==> config.mk <==
export PLATFORM = sky130hd
export DESIGN_NAME = apb_i2c_regif_fifo_flat
export DESIGN_NICKNAME = d
export VERILOG_FILES = /design/src/rtl/apb_i2c_regif_fifo_if.sv /design/src/rtl/apb_i2c_regif_fifo.sv /design/src/flat_wrapper.sv
export SDC_FILE = /design/constraint.sdc
export NUM_CORES = 1
export LEC_CHECK = 0
export CAP_MARGIN = 10
export CORE_MARGIN = 2
export CORE_UTILIZATION = 64
export CTS_CLUSTER_DIAMETER = 150
export DETAILED_ROUTE_END_ITERATION = 10
export GPL_TIMING_DRIVEN = 0
export PLACE_DENSITY_LB_ADDON = 0.08
export REMOVE_ABC_BUFFERS = 1
export SYNTH_ARGS = -nofsm -noshare
export SYNTH_HDL_FRONTEND = slang
export SYNTH_SLANG_ARGS = --single-unit
==> constraint.sdc <==
create_clock -name PCLK -period 8.6 [get_ports PCLK]
set_input_delay 2.58 -clock PCLK [delete_from_list [all_inputs] [get_ports PCLK]]
set_output_delay 2.58 -clock PCLK [all_outputs]
set_load 0.03 [all_outputs]
==> src/rtl/apb_i2c_regif_fifo_if.sv <==
// APB bus bundle between the interconnect (master) and the I2C register block (slave).
interface apb_i2c_regif_fifo_if #(
    parameter int ADDR_W = 8,
    parameter int DATA_W = 32
);
    logic              PSELx;
    logic              PENABLE;
    logic              PWRITE;
    logic [ADDR_W-1:0] PADDR;
    logic [DATA_W-1:0] PWDATA;
    logic [DATA_W-1:0] PRDATA;
    logic              PREADY;
    logic              PSLVERR;

    modport master (output PSELx, PENABLE, PWRITE, PADDR, PWDATA,
                    input  PRDATA, PREADY, PSLVERR);
    modport slave  (input  PSELx, PENABLE, PWRITE, PADDR, PWDATA,
                    output PRDATA, PREADY, PSLVERR);
endinterface

==> src/rtl/apb_i2c_regif_fifo.sv <==
// APB register interface for the I2C core: TX/RX FIFOs, CONFIG/TIMEOUT, STATUS (W1C) and IRQ enables.
// Define APB_I2C_WAIT_STATE_EN to stall TXDATA-full writes / RXDATA-empty reads instead of erroring them.
module apb_i2c_regif_fifo #(
    parameter int DATA_W     = 32,
    parameter int FIFO_DEPTH = 8,
    parameter int CFG_W      = 14,
    parameter int ADDR_W     = 8
) (
    input  logic                PCLK,
    input  logic                PRESETn,
    apb_i2c_regif_fifo_if.slave apb,
    input  logic                TX_RD_EN,
    output logic [DATA_W-1:0]   TX_DATA,
    input  logic                RX_WR_EN,
    input  logic [DATA_W-1:0]   RX_DATA_IN,
    input  logic                ERROR,
    output logic [CFG_W-1:0]    I2C_CONFIG,
    output logic [CFG_W-1:0]    I2C_TIMEOUT,
    output logic                TX_EMPTY,
    output logic                RX_FULL,
    output logic                INT_TX,
    output logic                INT_RX
);
    localparam int AW = $clog2(FIFO_DEPTH);
    localparam int CW = AW + 1;
    localparam logic [CW-1:0]     FULL_CNT  = CW'(FIFO_DEPTH);
    localparam logic [ADDR_W-1:0] A_TXDATA  = ADDR_W'(8'h00);
    localparam logic [ADDR_W-1:0] A_RXDATA  = ADDR_W'(8'h04);
    localparam logic [ADDR_W-1:0] A_CONFIG  = ADDR_W'(8'h08);
    localparam logic [ADDR_W-1:0] A_TIMEOUT = ADDR_W'(8'h0C);
    localparam logic [ADDR_W-1:0] A_STATUS  = ADDR_W'(8'h10);
    localparam logic [ADDR_W-1:0] A_IRQ_EN  = ADDR_W'(8'h14);

    typedef logic [DATA_W-1:0] word_t;

    word_t            tx_mem_q [FIFO_DEPTH];
    word_t            tx_mem_d [FIFO_DEPTH];
    word_t            rx_mem_q [FIFO_DEPTH];
    word_t            rx_mem_d [FIFO_DEPTH];
    logic [AW-1:0]    tx_wptr_q, tx_wptr_d, tx_rptr_q, tx_rptr_d;
    logic [AW-1:0]    rx_wptr_q, rx_wptr_d, rx_rptr_q, rx_rptr_d;
    logic [CW-1:0]    tx_cnt_q, tx_cnt_d, rx_cnt_q, rx_cnt_d;
    logic [CFG_W-1:0] config_q, config_d, timeout_q, timeout_d;
    logic [1:0]       irq_en_q, irq_en_d;
    logic             err_q, err_d, rx_ovf_q, rx_ovf_d;

    logic  tx_empty, tx_full, rx_empty, rx_full;
    logic  sel_tx, sel_rx, sel_cfg, sel_to, sel_st, sel_irq, mapped;
    logic  access, tx_block, rx_block, stall, slv_err, xfer_ok, wr_ok, rd_ok;
    logic  tx_push, tx_pop, rx_push, rx_pop, rx_drop;
    word_t status_w;

    always_comb begin
        tx_empty = (tx_cnt_q == '0);
        tx_full  = (tx_cnt_q == FULL_CNT);
        rx_empty = (rx_cnt_q == '0);
        rx_full  = (rx_cnt_q == FULL_CNT);

        sel_tx  = (apb.PADDR == A_TXDATA);
        sel_rx  = (apb.PADDR == A_RXDATA);
        sel_cfg = (apb.PADDR == A_CONFIG);
        sel_to  = (apb.PADDR == A_TIMEOUT);
        sel_st  = (apb.PADDR == A_STATUS);
        sel_irq = (apb.PADDR == A_IRQ_EN);
        mapped  = sel_tx | sel_rx | sel_cfg | sel_to | sel_st | sel_irq;

        access   = apb.PSELx & apb.PENABLE;
        tx_block = sel_tx & apb.PWRITE & tx_full;
        rx_block = sel_rx & ~apb.PWRITE & rx_empty;
`ifdef APB_I2C_WAIT_STATE_EN
        stall   = tx_block | rx_block;
        slv_err = ~mapped;
`else
        stall   = 1'b0;
        slv_err = ~mapped | tx_block | rx_block;
`endif
        // Bus outputs are forced quiet while reset is held, even mid-transfer.
        apb.PREADY  = PRESETn & access & ~stall;
        apb.PSLVERR = apb.PREADY & slv_err;
        xfer_ok     = apb.PREADY & ~slv_err;
        wr_ok       = xfer_ok & apb.PWRITE;
        rd_ok       = xfer_ok & ~apb.PWRITE;

        status_w = DATA_W'({rx_ovf_q, err_q, rx_full, rx_empty, tx_full, tx_empty});

        apb.PRDATA = '0;
        if (PRESETn && apb.PSELx && !apb.PWRITE && !slv_err) begin
            if (sel_rx && !rx_empty) apb.PRDATA = rx_mem_q[rx_rptr_q];
            if (sel_cfg)             apb.PRDATA = DATA_W'(config_q);
            if (sel_to)              apb.PRDATA = DATA_W'(timeout_q);
            if (sel_st)              apb.PRDATA = status_w;
            if (sel_irq)             apb.PRDATA = DATA_W'(irq_en_q);
        end
    end

    always_comb begin
        tx_mem_d  = tx_mem_q;
        rx_mem_d  = rx_mem_q;
        tx_wptr_d = tx_wptr_q;
        tx_rptr_d = tx_rptr_q;
        rx_wptr_d = rx_wptr_q;
        rx_rptr_d = rx_rptr_q;
        config_d  = config_q;
        timeout_d = timeout_q;
        irq_en_d  = irq_en_q;

        // Full/empty come from the registered count, so a same-cycle pop never frees a slot for a push.
        tx_push = wr_ok & sel_tx & ~tx_full;
        tx_pop  = TX_RD_EN & ~tx_empty;
        rx_push = RX_WR_EN & ~rx_full;
        rx_drop = RX_WR_EN & rx_full;
        rx_pop  = rd_ok & sel_rx & ~rx_empty;

        if (tx_push) begin
            tx_mem_d[tx_wptr_q] = apb.PWDATA;
            tx_wptr_d           = tx_wptr_q + AW'(1);
        end
        if (tx_pop)  tx_rptr_d = tx_rptr_q + AW'(1);
        if (rx_push) begin
            rx_mem_d[rx_wptr_q] = RX_DATA_IN;
            rx_wptr_d           = rx_wptr_q + AW'(1);
        end
        if (rx_pop)  rx_rptr_d = rx_rptr_q + AW'(1);

        tx_cnt_d = tx_cnt_q + CW'(tx_push) - CW'(tx_pop);
        rx_cnt_d = rx_cnt_q + CW'(rx_push) - CW'(rx_pop);

        if (wr_ok && sel_cfg) config_d  = apb.PWDATA[CFG_W-1:0];
        if (wr_ok && sel_to)  timeout_d = apb.PWDATA[CFG_W-1:0];
        if (wr_ok && sel_irq) irq_en_d  = apb.PWDATA[1:0];

        // A set in the same cycle as the W1C wins.
        err_d    = ERROR   | (err_q    & ~(wr_ok & sel_st & apb.PWDATA[4]));
        rx_ovf_d = rx_drop | (rx_ovf_q & ~(wr_ok & sel_st & apb.PWDATA[5]));
    end

    always_ff @(posedge PCLK or negedge PRESETn) begin
        if (!PRESETn) begin
            for (int i = 0; i < FIFO_DEPTH; i++) begin
                tx_mem_q[i] <= '0;
                rx_mem_q[i] <= '0;
            end
            tx_wptr_q <= '0;
            tx_rptr_q <= '0;
            rx_wptr_q <= '0;
            rx_rptr_q <= '0;
            tx_cnt_q  <= '0;
            rx_cnt_q  <= '0;
            config_q  <= '0;
            timeout_q <= '0;
            irq_en_q  <= '0;
            err_q     <= 1'b0;
            rx_ovf_q  <= 1'b0;
        end else begin
            tx_mem_q  <= tx_mem_d;
            rx_mem_q  <= rx_mem_d;
            tx_wptr_q <= tx_wptr_d;
            tx_rptr_q <= tx_rptr_d;
            rx_wptr_q <= rx_wptr_d;
            rx_rptr_q <= rx_rptr_d;
            tx_cnt_q  <= tx_cnt_d;
            rx_cnt_q  <= rx_cnt_d;
            config_q  <= config_d;
            timeout_q <= timeout_d;
            irq_en_q  <= irq_en_d;
            err_q     <= err_d;
            rx_ovf_q  <= rx_ovf_d;
        end
    end

    assign TX_DATA     = tx_mem_q[tx_rptr_q];
    assign I2C_CONFIG  = config_q;
    assign I2C_TIMEOUT = timeout_q;
    assign TX_EMPTY    = tx_empty;
    assign RX_FULL     = rx_full;
    assign INT_TX      = tx_empty & irq_en_q[0];
    assign INT_RX      = ~rx_empty & irq_en_q[1];
endmodule
==> src/flat_wrapper.sv <==
// flat-port wrapper written by rule: the top's interface ports become plain ports
module apb_i2c_regif_fifo_flat 
#(
    parameter int DATA_W     = 32,
    parameter int FIFO_DEPTH = 8,
    parameter int CFG_W      = 14,
    parameter int ADDR_W     = 8
)
  (PCLK, PRESETn, TX_RD_EN, TX_DATA, RX_WR_EN, RX_DATA_IN, ERROR, I2C_CONFIG, I2C_TIMEOUT, TX_EMPTY, RX_FULL, INT_TX, INT_RX, apb_PSELx, apb_PENABLE, apb_PWRITE, apb_PADDR, apb_PWDATA, apb_PRDATA, apb_PREADY, apb_PSLVERR);
  apb_i2c_regif_fifo_if #(.ADDR_W(ADDR_W), .DATA_W(DATA_W)) apb_i ();
  input  logic PCLK;
  input  logic PRESETn;
  input  logic TX_RD_EN;
  output logic [DATA_W-1:0] TX_DATA;
  input  logic RX_WR_EN;
  input  logic [DATA_W-1:0] RX_DATA_IN;
  input  logic ERROR;
  output logic [CFG_W-1:0] I2C_CONFIG;
  output logic [CFG_W-1:0] I2C_TIMEOUT;
  output logic TX_EMPTY;
  output logic RX_FULL;
  output logic INT_TX;
  output logic INT_RX;
  input wire logic [$bits(apb_i.PSELx)-1:0] apb_PSELx;
  input wire logic [$bits(apb_i.PENABLE)-1:0] apb_PENABLE;
  input wire logic [$bits(apb_i.PWRITE)-1:0] apb_PWRITE;
  input wire logic [$bits(apb_i.PADDR)-1:0] apb_PADDR;
  input wire logic [$bits(apb_i.PWDATA)-1:0] apb_PWDATA;
  output wire logic [$bits(apb_i.PRDATA)-1:0] apb_PRDATA;
  output wire logic [$bits(apb_i.PREADY)-1:0] apb_PREADY;
  output wire logic [$bits(apb_i.PSLVERR)-1:0] apb_PSLVERR;
  assign apb_i.PSELx = apb_PSELx;
  assign apb_i.PENABLE = apb_PENABLE;
  assign apb_i.PWRITE = apb_PWRITE;
  assign apb_i.PADDR = apb_PADDR;
  assign apb_i.PWDATA = apb_PWDATA;
  assign apb_PRDATA = apb_i.PRDATA;
  assign apb_PREADY = apb_i.PREADY;
  assign apb_PSLVERR = apb_i.PSLVERR;
  apb_i2c_regif_fifo #(.DATA_W(DATA_W), .FIFO_DEPTH(FIFO_DEPTH), .CFG_W(CFG_W), .ADDR_W(ADDR_W)) u_core (.PCLK(PCLK), .PRESETn(PRESETn), .apb(apb_i), .TX_RD_EN(TX_RD_EN), .TX_DATA(TX_DATA), .RX_WR_EN(RX_WR_EN), .RX_DATA_IN(RX_DATA_IN), .ERROR(ERROR), .I2C_CONFIG(I2C_CONFIG), .I2C_TIMEOUT(I2C_TIMEOUT), .TX_EMPTY(TX_EMPTY), .RX_FULL(RX_FULL), .INT_TX(INT_TX), .INT_RX(INT_RX));
endmodule
# After elaboration in Yosys (flattened, before gate mapping)
# Index checks and enable logic that the tools add are counted.
[word_totals]
regBits = 564
wordCells = 127
[classes]
n_lt_le_gt_ge = 6
n_eq_ne = 7
reduce_logical = 15
mux = 18
n_bitwise = 46
addsub = 8
[ops]
columns = ["op", "count"]
rows = [
  ["bitwise mux 256 bit", 2],
  ["two-way mux 32 bit", 12],
  ["binary-select mux 32 bit (select 3 bit)", 2],
  ["demux 32 bit (select 3 bit)", 2],
  ["bitwise AND 1 bit", 24],
  ["== test 8 x 4 -> 1 bit (second input constant)", 2],
  ["== test 8 x 5 -> 1 bit (second input constant)", 2],
  [">= comparator 4 bit (second input constant)", 4],
  ["NOT 3 -> 4 bit", 4],
  ["adder 3 x 1 -> 3 bit (second input constant)", 4],
  ["logical AND 1 bit", 9],
  ["NOT 1 bit", 9],
  ["OR 1 bit", 9],
  ["adder 4 x 1 -> 4 bit", 2],
  ["== test 4 bit (second input constant)", 2],
  ["== test 8 x 3 -> 1 bit (second input constant)", 1],
  ["zero test 4 bit", 2],
  ["zero test 8 bit", 1],
  ["< comparator 4 x 1 -> 1 bit (second input constant)", 2],
  ["subtractor 4 x 1 -> 4 bit", 2],
  ["zero test 1 bit", 3],
]

# Depth between registers and ports, before layout
[depth]
depth_word = 17
mapped_depth = 12
depth_no_buf = 11

# Worst setup path after synthesis
# Ideal clock, no wire load.
[synth_timing]
path_type = "in2out"
from = "in apb_PADDR[2]"
to = "out apb_PRDATA[2]"
cell_stages = 6
arrival_ns = 5.282
t_required_ns = 6.020
setup_slack_ns = 0.738
cell_sequence = "buf_1 > nor3b_1 > and4_1 > clkbuf_1 > a22oi_1 > a2111oi_0"
[synth_via]
elab_chain_cells = 12
elab_cells_between_ends = 27
[synth_rtl]
columns = ["item", "line_no", "rtl"]
rows = [
  ["start, declared", "flat_wrapper.sv:27", "input wire logic [$bits(apb_i.PADDR)-1:0] apb_PADDR;"],
  ["== test 8 x 3 -> 1 bit or zero test 8 bit (tied branches)", "apb_i2c_regif_fifo.sv:60, apb_i2c_regif_fifo.sv:59", ""],
  ["OR 1 bit (5 in series)", "apb_i2c_regif_fifo.sv:65", "mapped = sel_tx | sel_rx | sel_cfg | sel_to | sel_st | sel_irq;"],
  ["NOT 1 bit", "apb_i2c_regif_fifo.sv:75", "slv_err = ~mapped | tx_block | rx_block;"],
  ["OR 1 bit (2 in series)", "apb_i2c_regif_fifo.sv:75", ""],
  ["zero test 1 bit", "apb_i2c_regif_fifo.sv:87", "if (PRESETn && apb.PSELx && !apb.PWRITE && !slv_err) begin"],
  ["logical AND 1 bit", "apb_i2c_regif_fifo.sv:87", ""],
  ["two-way mux 32 bit (*)", "apb_i2c_regif_fifo.sv:87", ""],
  ["end, declared", "flat_wrapper.sv:29", "output wire logic [$bits(apb_i.PRDATA)-1:0] apb_PRDATA;"],
]
# Every way passes the cells marked *; elsewhere a longest branch is shown, timed or not.

# Worst setup path in the final report
[layout_timing]
from = "in PRESETn"
to = "out apb_PRDATA[13]"
[layout_via]
elab_chain_cells = 4
[layout_rtl]
columns = ["item", "line_no", "rtl"]
rows = [
  ["start, declared", "flat_wrapper.sv:12", "input logic PRESETn;"],
  ["logical AND 1 bit (3 in series)", "apb_i2c_regif_fifo.sv:87", ""],
  ["two-way mux 32 bit", "apb_i2c_regif_fifo.sv:87", ""],
]
# No other way between the ends.

==> summary by stage <==
Synthesis
The leading register cell type out of synthesis is dfrtp_1. In this run, synthesis produced a sequential element count of 564. The share of synthesized registers carrying an async set or reset is 100%. The unique cell type count in the Yosys netlist is 49.

The sequential fraction of the synthesis area is 54.8%. The Yosys step of the flow raised 0 warnings. Synthesis produced a netlist whose cell count is 1,646.

Yosys attributes the largest share of cell area to dfrtp_1 55%, mux2_2 26%, mux4_2 11%. Of all cell types, the one taking the most synthesized area is dfrtp_1. The number of enable flip-flop cells after synthesis is 0. The netlist area before placement is 25,700 sq um. The area share of the largest cell type after synthesis is 54.8%. The average instance area after synthesis is 15.6 sq um.

STA
For the pin with the worst max-slew slack, the measured transition is 1.17 ns. Once routing completed, OpenROAD measured the worst setup slack at 0.211 ns. The final number of hold-violating endpoints was 0. Setup repair after global routing left no endpoint under its margin. The smallest clock period supported by the final layout is computed as 8.39 ns. The highest achievable clock rate is 119 MHz. The setup-violating endpoint count in the final report is 0. The final period utilization is 97.6%. The worst-case headroom to the max-slew limit is 21.4%. The worst clock skew is 0.0142 ns.

The number of max-slew violations in the final report is 0.

Clock tree
The number of hold buffers added after CTS is 0. CTS saw 564 sinks. Clock-pin slew was measured on the worst setup and hold paths at 0.06 ns. The H-tree generated during clock tree synthesis spans 2 levels.

In this run the clock root is driven by a clkbuf_16. At the later pin of the worst-skew pair, clock insertion delay measures 0.59 ns. The clock passes through at most 3 buffers.

The number of setup buffers added after CTS is 0. The number of buffers created by CTS is 56. The clock tree from TritonCTS is done.

Place
The final weighted congestion in routability-driven placement is 0.911. The count of input and output buffers is 177. After legalization and detailed placement, the total HPWL measured 37,200 um. OpenSTA, run right after detailed placement, puts the worst setup slack at -0.577 ns.

Critical path
The delay of the slowest critical-path stage is 0.76 ns. For this design, the slowest cell found on the critical path is clkdlybuf4s50_1. Walking the worst path, the cells encountered are buf_8 > buf_16 > buf_16 > nand3b_1 > or3_1 > a211o_1 > nor3_1 > clkdlybuf4s50_1.

The most frequent cell on the critical path is buf_16. The worst setup path is of the input port to primary output kind. For the worst setup path, the data required time is 6.02 ns. The worst setup path is captured at a primary output. The data arrival time of the critical path is 5.81 ns. The worst setup path is launched from an input port.

The count of cells along the worst register-to-register path is 8. Along the worst path, the maximum fanout reaches 62.

Detailed routing
The post-route antenna net violation count is 0. The mean routed wirelength per cell is 23.9 um. The overall routed net length is 57,100 um. The detailed router's first-iteration violation count is 900. The routed layout has 14,900 vias. The remaining design rule violation count is 0. The average via count per standard cell is 6.24. The first TritonRoute pass finished after 5 iterations.

Pwr
The highest ir drop seen on vdd is 213 uV. In this run the static leakage power is 13.8 nW. The design draws 0.00810 W.

The areal power density over the cells is 264 nW/um^2.

Floorplan
The core outline area is 39,700 sq um. The horizontal die dimension is 205 um. The die covers 41,800 sq um.

The cell row count is 73. Measured along the y axis, the die boundary spans 205 um. The number of top-level pins is 178. The initial utilization of the core area, before any placement, comes to 64.8%.

Layout
Leaving out fill and tap cells, the most frequent cell in the layout is mux2_2. In the final layout, the share of cells above drive strength 1 is 46.8%. The area taken by multi-input logic gates is 11,200 sq um. The library cells used most frequently in the layout, excluding fill and tap cells, are 583 x mux2_2, 558 x dfrtp_1, 175 x clkdlybuf4s50_1. Compared with the post-synthesis result, the final layout area differs by 19.0%.

The total number of nets in the final design is 1,910. The area used by sequential logic in the layout is 14,100 sq um. Fill cells in the final layout number 2,291.

Global routing
The overflow left after global routing is 0. In the global route stage, overall resource usage came out at 28.1%. The initial antenna violation count is 3. The first global-routing pass estimated 89,500 um of wire. The number of global-route vias before repair came to 16,000. Entering global routing, the biggest net connects 118 pins.

Min path
The worst min-delay path category is flip-flop to flip-flop. Counting instances, the worst hold path has a depth of 1.

Run status
The flow ran to the end, and the final reports show no timing, DRC or antenna violations.

Job
The tool flagged a number of max-cap violations equal to 0.
==> repair_timing <==
| action | CTS | global route |
|---|---|---|
| gates resized for setup | 2 | 3 |
| gates cloned | 1 | 1 |
| endpoints found under the setup margin | 28 | 22 |
==> path summary, 6_finish.rpt <==
| kind | end | start | slack (ns) |
|---|---|---|---|
| max in group asynchronous | u_core.rx_mem_q[111] | PRESETn | 5.17 |
| max reg2reg | u_core.tx_mem_q[150] | u_core.tx_cnt_q[2] | 4.86 |
| min in group asynchronous | u_core.tx_mem_q[175] | PRESETn | 1.91 |
| max | apb_PRDATA[13] | PRESETn | 0.21 |
| min | u_core.err_q | u_core.err_q | 0.50 |
| min reg2reg | u_core.err_q | u_core.err_q | 0.50 |
==> final cells by class <==
type | count | area share (%)
sequential | 564 | 46.1
multi-input combinational | 944 | 36.4
timing repair buffer | 223 | 8.80
clock buffer | 82 | 5.32
tap | 525 | 2.15
clock inverter | 22 | 0.866
inverter | 23 | 0.282
antenna | 2 | 0.0163
==> metal layers <==
metal | wire, um | global-route usage, % | part of all wire (%) | up-vias
li1 | - | - | - | 6500
met1 | 23400 | 36.4 | 41 | 7971
met2 | 29800 | 49.1 | 52 | 295
met3 | 2420 | 4.93 | 4.2 | 103
met4 | 1520 | 8.13 | 2.7 | 2
met5 | 16 | 0 | 0.028 | -
==> synthesized netlist by cell type (all sizes together) (3+ instances only) <==
| cell type | count |
|---|---|
| or2 | 3 |
| nand2b | 3 |
| and2 | 3 |
| nor2b | 5 |
| nand3 | 16 |
| buf | 33 |
| xnor2 | 9 |
| mux2i | 37 |
| nor3 | 14 |
| dfrtp | 564 |
| inv | 23 |
| nor3b | 6 |
| o22a | 8 |
| nand2 | 8 |
| mux4 | 126 |
| a21o | 3 |
| or3b | 3 |
| nor2 | 44 |
| clkbuf | 82 |
| o21ai | 6 |
| mux2 | 583 |
| a22oi | 7 |
| nand4b | 5 |
| ha | 16 |
| nand4 | 10 |
| xor2 | 3 |
==> flip-flops by register name (all words and copies together) (netlist names) <==
| register | cells |
|---|---|
| u_core.I2C_CONFIG | 14 |
| u_core.I2C_TIMEOUT | 14 |
| u_core.err_q | 1 |
| u_core.irq_en_q | 2 |
| u_core.rx_cnt_q | 4 |
| u_core.rx_mem_q | 256 |
| u_core.rx_ovf_q | 1 |
| u_core.rx_rptr_q | 3 |
| u_core.rx_wptr_q | 3 |
| u_core.tx_cnt_q | 4 |
| u_core.tx_mem_q | 256 |
| u_core.tx_rptr_q | 3 |
| u_core.tx_wptr_q | 3 |
==> per-stage QoR <==
step	std cells	TNS [ns]	instance area [sq um]	hold WS [ns]	util, %
6_report	2385	0	30600	0.499	77.1
5_1_grt	2383	0	30600	0.506	77.1
4_1_cts	2382	0	30600	0.490	77.0
3_5_place_dp	2277	-9.61	28700	0.476	72.1
3_3_place_gp	2233	-	27700	0.462	69.8
2_1_floorplan	1531	0	25300	0.444	-
==> power breakdown <==
group | internal [W] | total (W) | switching [W]
Sequential | 0.00331 | 0.00371 | 0.000401
Combinational | 0.00114 | 0.00189 | 0.000745
Clock | 0.00149 | 0.00250 | 0.00101
Total | 0.00594 | 0.00810 | 0.00215
==> cell families after synthesis <==
| logic type | count (synthesis) | synth area share (%) |
|---|---|---|
| multiplexers | 746 | 38.0 |
| XOR/XNOR | 12 | 0.408 |
| AND/OR/NAND/NOR | 131 | 2.75 |
| flip-flops | 564 | 54.8 |
| adder cells (fa/ha/maj) | 18 | 0.933 |
| buffers and inverters | 138 | 2.05 |
| AO/OA/AOI/OAI | 37 | 1.07 |
==> critical path: cells and delay by family <==
family                 cells  cell delay (ns)
and+or+nand+nor            3             0.98
AOI/OAI and AO/OA          1             0.42
buffers and inverters      4             1.69
Note: power is estimated with default switching activity, not from simulation.
